`config.mk`:
```
export PLATFORM = sky130hd
export DESIGN_NAME = alu_exec_unit
export DESIGN_NICKNAME = d
export VERILOG_FILES = /design/src/rtl/alu_exec_unit.sv
export SDC_FILE = /design/constraint.sdc
export NUM_CORES = 1
export LEC_CHECK = 0
export CORE_MARGIN = 2
export CORE_UTILIZATION = 55
export CTS_CLUSTER_DIAMETER = 80
export DETAILED_ROUTE_END_ITERATION = 6
export PLACE_DENSITY = 0.79
export SYNTH_ARGS = -nofsm -noshare
export SYNTH_HDL_FRONTEND = slang
export SYNTH_SLANG_ARGS = --single-unit
```
`constraint.sdc`:
```
create_clock -name Clock -period 11.1 [get_ports Clock]
set_clock_uncertainty 0.2 [all_clocks]
set_input_delay 2.22 -clock Clock [delete_from_list [all_inputs] [get_ports Clock]]
set_output_delay 2.22 -clock Clock [all_outputs]
set_load 0.005 [all_outputs]
```
`src/rtl/alu_exec_unit.sv`:
```
// alu_exec_unit: execute stage of the MiniAlu-class core.
// Single-cycle ALU/branch/LED ops plus a multi-cycle shift-add multiplier
// with a full-width hi/lo writeback and a valid/ready handshake to fetch.
//
// state | meaning
// IDLE  | ready; single-cycle ops complete here, multiplies start here
// MUL   | one shift-add step per cycle, down-counter from DATA_WIDTH
// DONE  | lo/hi writeback strobes are on the outputs for this cycle
module alu_exec_unit #(
  parameter int DATA_WIDTH     = 16,
  parameter int ADDR_WIDTH     = 8,
  parameter int HI_ADDR        = 9,
  parameter bit SIGNED_COMPARE = 1'b0
) (
  input  logic                  Clock,
  input  logic                  Reset,
  input  logic                  iValid,
  output logic                  oReady,
  input  logic [3:0]            iOperation,
  input  logic [DATA_WIDTH-1:0] iSourceData0,
  input  logic [DATA_WIDTH-1:0] iSourceData1,
  input  logic [15:0]           iImmediate,
  input  logic [ADDR_WIDTH-1:0] iDestination,
  output logic                  oWriteEnable,
  output logic [ADDR_WIDTH-1:0] oWriteAddress,
  output logic [DATA_WIDTH-1:0] oResult,
  output logic                  oMulHiEnable,
  output logic [DATA_WIDTH-1:0] oResultHi,
  output logic                  oBranchTaken,
  output logic [ADDR_WIDTH-1:0] oBranchTarget,
  output logic                  oLedEnable,
  output logic [7:0]            oLedData
);

  localparam logic [3:0] OP_NOP  = 4'd0;
  localparam logic [3:0] OP_ADD  = 4'd1;
  localparam logic [3:0] OP_SUB  = 4'd2;
  localparam logic [3:0] OP_STO  = 4'd3;
  localparam logic [3:0] OP_BLE  = 4'd4;
  localparam logic [3:0] OP_JMP  = 4'd5;
  localparam logic [3:0] OP_LED  = 4'd6;
  localparam logic [3:0] OP_SMUL = 4'd7;
  localparam logic [3:0] OP_UMUL = 4'd8;

  localparam int CW = $clog2(DATA_WIDTH + 1);
  localparam int PW = 2 * DATA_WIDTH;

  // The high half is written to a fixed RAM address, so it must exist.
  if (DATA_WIDTH < 4) begin : gBadWidth
    $error("alu_exec_unit: DATA_WIDTH must be at least 4");
  end
  if (HI_ADDR < 0 || HI_ADDR >= (1 << ADDR_WIDTH)) begin : gBadHiAddr
    $error("alu_exec_unit: HI_ADDR does not fit in ADDR_WIDTH");
  end

  typedef enum logic [1:0] {IDLE, MUL, DONE} stateT;

  stateT                 state;
  logic [PW-1:0]         accum;
  logic [PW-1:0]         multiplicand;
  logic [DATA_WIDTH-1:0] multiplier;
  logic                  negate;
  logic [ADDR_WIDTH-1:0] mulDest;
  logic [CW-1:0]         count;

  logic                  isSmul;
  logic [DATA_WIDTH-1:0] mag0;
  logic [DATA_WIDTH-1:0] mag1;
  logic                  bleTaken;
  logic [PW-1:0]         accumNext;
  logic [PW-1:0]         productFinal;

  // Operand magnitudes, branch compare and the next multiplier step
  always_comb begin
    isSmul = (iOperation == OP_SMUL);
    // The most-negative value maps onto itself, which read unsigned is
    // exactly its magnitude, so no extra bit is needed.
    mag0 = (isSmul && iSourceData0[DATA_WIDTH-1]) ? -iSourceData0 : iSourceData0;
    mag1 = (isSmul && iSourceData1[DATA_WIDTH-1]) ? -iSourceData1 : iSourceData1;
    if (SIGNED_COMPARE) bleTaken = ($signed(iSourceData1) <= $signed(iSourceData0));
    else                bleTaken = (iSourceData1 <= iSourceData0);
    accumNext    = accum + (multiplier[0] ? multiplicand : '0);
    productFinal = negate ? -accumNext : accumNext;
  end

  // Execute FSM with registered strobes and data
  always_ff @(posedge Clock) begin
    if (Reset) begin
      state         <= IDLE;
      oReady        <= 1'b1;
      oWriteEnable  <= 1'b0;
      oWriteAddress <= '0;
      oResult       <= '0;
      oMulHiEnable  <= 1'b0;
      oResultHi     <= '0;
      oBranchTaken  <= 1'b0;
      oBranchTarget <= '0;
      oLedEnable    <= 1'b0;
      oLedData      <= '0;
      accum         <= '0;
      multiplicand  <= '0;
      multiplier    <= '0;
      negate        <= 1'b0;
      mulDest       <= '0;
      count         <= '0;
    end else begin
      oWriteEnable <= 1'b0;
      oMulHiEnable <= 1'b0;
      oBranchTaken <= 1'b0;
      oLedEnable   <= 1'b0;
      case (state)
        IDLE: begin
          if (iValid) begin
            case (iOperation)
              OP_ADD: begin
                oWriteEnable  <= 1'b1;
                oWriteAddress <= iDestination;
                oResult       <= iSourceData1 + iSourceData0;
              end
              OP_SUB: begin
                oWriteEnable  <= 1'b1;
                oWriteAddress <= iDestination;
                oResult       <= iSourceData1 - iSourceData0;
              end
              OP_STO: begin
                oWriteEnable  <= 1'b1;
                oWriteAddress <= iDestination;
                oResult       <= DATA_WIDTH'(iImmediate);
              end
              OP_BLE: begin
                oBranchTaken  <= bleTaken;
                oBranchTarget <= iDestination;
              end
              OP_JMP: begin
                oBranchTaken  <= 1'b1;
                oBranchTarget <= iDestination;
              end
              OP_LED: begin
                oLedEnable <= 1'b1;
                oLedData   <= 8'(iSourceData1);
              end
              OP_SMUL, OP_UMUL: begin
                multiplicand <= PW'(mag1);
                multiplier   <= mag0;
                accum        <= '0;
                negate       <= isSmul &&
                                (iSourceData1[DATA_WIDTH-1] ^ iSourceData0[DATA_WIDTH-1]);
                mulDest      <= iDestination;
                count        <= CW'(DATA_WIDTH);
                state        <= MUL;
                oReady       <= 1'b0;
              end
              default: ;
            endcase
          end
        end
        MUL: begin
          accum        <= accumNext;
          multiplicand <= multiplicand << 1;
          multiplier   <= multiplier >> 1;
          count        <= count - 1'b1;
          // Last step: the finished product goes straight to the outputs,
          // so the strobes are visible for the whole DONE cycle.
          if (count == CW'(1)) begin
            state         <= DONE;
            oWriteEnable  <= 1'b1;
            oWriteAddress <= mulDest;
            oResult       <= productFinal[DATA_WIDTH-1:0];
            oMulHiEnable  <= 1'b1;
            oResultHi     <= productFinal[PW-1:DATA_WIDTH];
          end
        end
        DONE: begin
          state  <= IDLE;
          oReady <= 1'b1;
        end
        default: begin
          state  <= IDLE;
          oReady <= 1'b1;
        end
      endcase
    end
  end

endmodule

```
==> results.sh <==
export IMPL_port_buffers=123
export IMPL_slew_headroom_pct=16.5
export IMPL_worst_slew_pin_slew_ns=1.24
export IMPL_clock_latency_ns=0.44
export IMPL_wire_per_inst_um=21.4
export IMPL_p_int_uw=961
export IMPL_dp_slack_ns=5.43
export IMPL_period_needed_ns=5.31
export IMPL_cts_buffers=17
export IMPL_leakagePower_uw=0.00514
export IMPL_postRouteAntennaNets=0
export IMPL_clock_path_buffers=2
export IMPL_place_hpwl_um=28100
export IMPL_synth_fa_ha_area_share_pct=7.98
export IMPL_cts_num_sinks=157
export IMPL_synth_fp_nets=1573
export IMPL_powerDensity_nw_per_um2=106
export IMPL_nets=1631
export IMPL_synthArstFlopShare_pct=0
export IMPL_fillerInstances=1827
export IMPL_yosysUniqueCellTypes=85
export IMPL_startpoint_type="input pin"
export IMPL_p_switching_uw=431
export IMPL_cts_setup_buffers=0
export IMPL_hold_path_depth=2
export IMPL_cts_tree="done"
export IMPL_final_setup_tns_ns=0
export IMPL_grt_pass1_vias=10900
export IMPL_comb_power_share_pct=15.2
export IMPL_area_growth_pct=16.9
export IMPL_root_buffer="clkbuf_16"
export IMPL_die_y_um=147
export IMPL_coreArea_um2=20200
export IMPL_status="finished clean"
export IMPL_power_frac_seq_pct=41.7
export IMPL_cap_viol_max_count=0
export IMPL_io_pins=124
export IMPL_final_period_utilization_pct=47.9
export IMPL_dr_pass1_iters=6
export IMPL_fin_area_um2=13200
export IMPL_cp_max_fo=10
export IMPL_synth_enable_flop_cells=0
export IMPL_synth_area_um2=11300
export IMPL_gp_congestion=0.997
export IMPL_syn_instance_count=1440
export IMPL_grt_pass1_wl_um=59000
export IMPL_synth_yosys_seq_area_share_pct=27.9
export IMPL_yosys_warnings=0
export IMPL_synthSimpleGateAreaFrac_pct=21.6
export IMPL_p_clk_share_pct=43.1
export IMPL_via_per_inst=6.43
export IMPL_cts_resized=0
export IMPL_drt_total_wl_um=38100
export IMPL_crit_required_ns=11.19
export IMPL_worst_slack_ns=5.79
export IMPL_mostFrequentLayoutCell="dfxtp_1"
export IMPL_avgSynthCellArea_um2=7.82
export IMPL_vdd_drop_max_mv=0.118
export IMPL_muxShareOfSynthArea_pct=1.51
export IMPL_rows=52
export IMPL_start_util_pct=55.8
export IMPL_fmax_mhz=188
export IMPL_grt_total_usage_pct=34.5
export IMPL_ys_seq_elements=157
export IMPL_diodes=0
export IMPL_antenna_found_initial=0
export IMPL_chipWidth_um=147
export IMPL_synth_top_family_by_area="compound AO/OA/AOI/OAI gates"
export IMPL_crit_type="in -> reg"
export IMPL_drive_above_1_share_pct=5.23
export IMPL_detailed_place_area_um2=12600
export IMPL_hold_path_class="reg -> reg"
export IMPL_drc=0
export IMPL_setup_viol=0
export IMPL_most_common_layout_cells="dfxtp_1 (157), nand2_1 (143), nor2_1 (131)"
export IMPL_r2r_cells=12
export IMPL_rsz0062_at_grt="false"
export IMPL_clk_pin_slew_ns=0.07
export IMPL_synth_compound_area_share_pct=31.1
export IMPL_synthFlopType="dfxtp_1"
export IMPL_grt_max_degree=69
export IMPL_cts_hold_buf=0
export IMPL_hold_viol_final=0
export IMPL_drv_slew=0
export IMPL_drt_iter0_markers=953
export IMPL_die_area_um2=21600
export IMPL_cts_max_level=4
export IMPL_cp_end_kind="flip-flop"
export IMPL_synth_xor_area_share_pct=4.98
export IMPL_swShare_pct=31.0
export IMPL_crit_arrival_ns=5.40
export IMPL_vias=11500
export IMPL_overflow=0
## worst max-delay path: stages
cell and delay [ns]:
clkdlybuf4s50_1 0.57, inv_1 0.08, ha_1 0.42, a21o_1 0.21, a21o_1 0.17, a21o_1 0.22
o41ai_1 0.75, o22a_1 0.23, a21oi_1 0.06, a2111oi_0 0.37, nor3_1 0.09
## synth_stat cells, types with 21 or more instances
master	number	share of area (%)
a21o_1	25	1.7
a21oi_1	104	4.6
a22o_1	31	2.4
a22oi_1	35	2.3
and2_1	43	2.4
clkbuf_1	78	2.6
dfxtp_1	157	28
ha_1	67	7.4
inv_1	47	1.6
nand2_1	143	4.8
nand3_1	33	1.5
nor2_1	133	4.4
nor3_1	30	1.3
o211ai_1	21	1.4
o21ai_0	82	3.6
xnor2_1	44	3.4
## area by class of cell
cell class / count / area (um2) / share of cell area [%]
clock inverter: 15 / 166 / 1.26
multi-input combinational: 1139 / 7590 / 57.6
clock buffer: 17 / 425 / 3.23
inverter: 47 / 176 / 1.34
sequential: 157 / 3140 / 23.9
tap: 270 / 338 / 2.57
timing repair buffer: 136 / 1330 / 10.1
## metrics by stage
stage | hold slack, ns | total power, uW | instances | util, %
floorplan | 0.229 | 711 | 1440 | -
global placement | 0.239 | 799 | 1749 | 62.3
detailed placement | 0.243 | 799 | 1749 | 62.3
CTS | 0.256 | 1390 | 1781 | 65.3
global route | 0.269 | 1440 | 1781 | 65.3
finish | 0.252 | 1390 | 1781 | 65.3
## worst paths after layout
check / start / to / slack, ns
max: iSourceData0[8] / oResult[13] / 5.79
min: multiplier[15] / multiplier[15] / 0.25
max reg2reg: multiplier[0] / oResultHi[15] / 6.08
min reg2reg: multiplier[15] / multiplier[15] / 0.25
## power groups by stage
| stage | Sequential, uW | Combinational [uW] | Clock [uW] |
|---|---|---|---|
| 6_report | 581 | 211 | 600 |
| 5_1_grt | 582 | 226 | 628 |
| 4_1_cts | 580 | 208 | 604 |
| 3_5_place_dp | 594 | 206 | 0 |
| 3_3_place_gp | 593 | 206 | 0 |
| 2_1_floorplan | 592 | 119 | 0 |
## cell families (layout without fill, tap and decap cells)
| family | count (synthesis) | in the layout |
|---|---|---|
| buffers and inverters | 144 | 215 |
| AO/OA/AOI/OAI | 493 | 493 |
| flip-flops | 157 | 157 |
| adder cells (fa/ha/maj) | 70 | 70 |
| AND/OR/NAND/NOR | 495 | 495 |
| multiplexers | 17 | 17 |
| XOR/XNOR | 64 | 64 |
## flip-flops by register name, summed over array words and instances, names as in the netlist, 2 cells and up
signal / flops
oBranchTarget: 8
multiplicand: 32
mulDest: 8
multiplier: 16
count: 5
oResultHi: 16
oLedData: 8
oWriteAddress: 8
oResult: 16
accum: 32
state: 2
## metal layers
metal  GRT usage (%)  routed length, um  part of all wire, %  vias up
met2            58.9              18500                   49      494
met3            6.02               2630                  6.9      122
li1                -                  -                    -     5457
met5               0                  0                    0        -
met1            42.1              15200                   40     5387
met4            16.7               1830                  4.8        0
(Power assumes the default switching activity.)
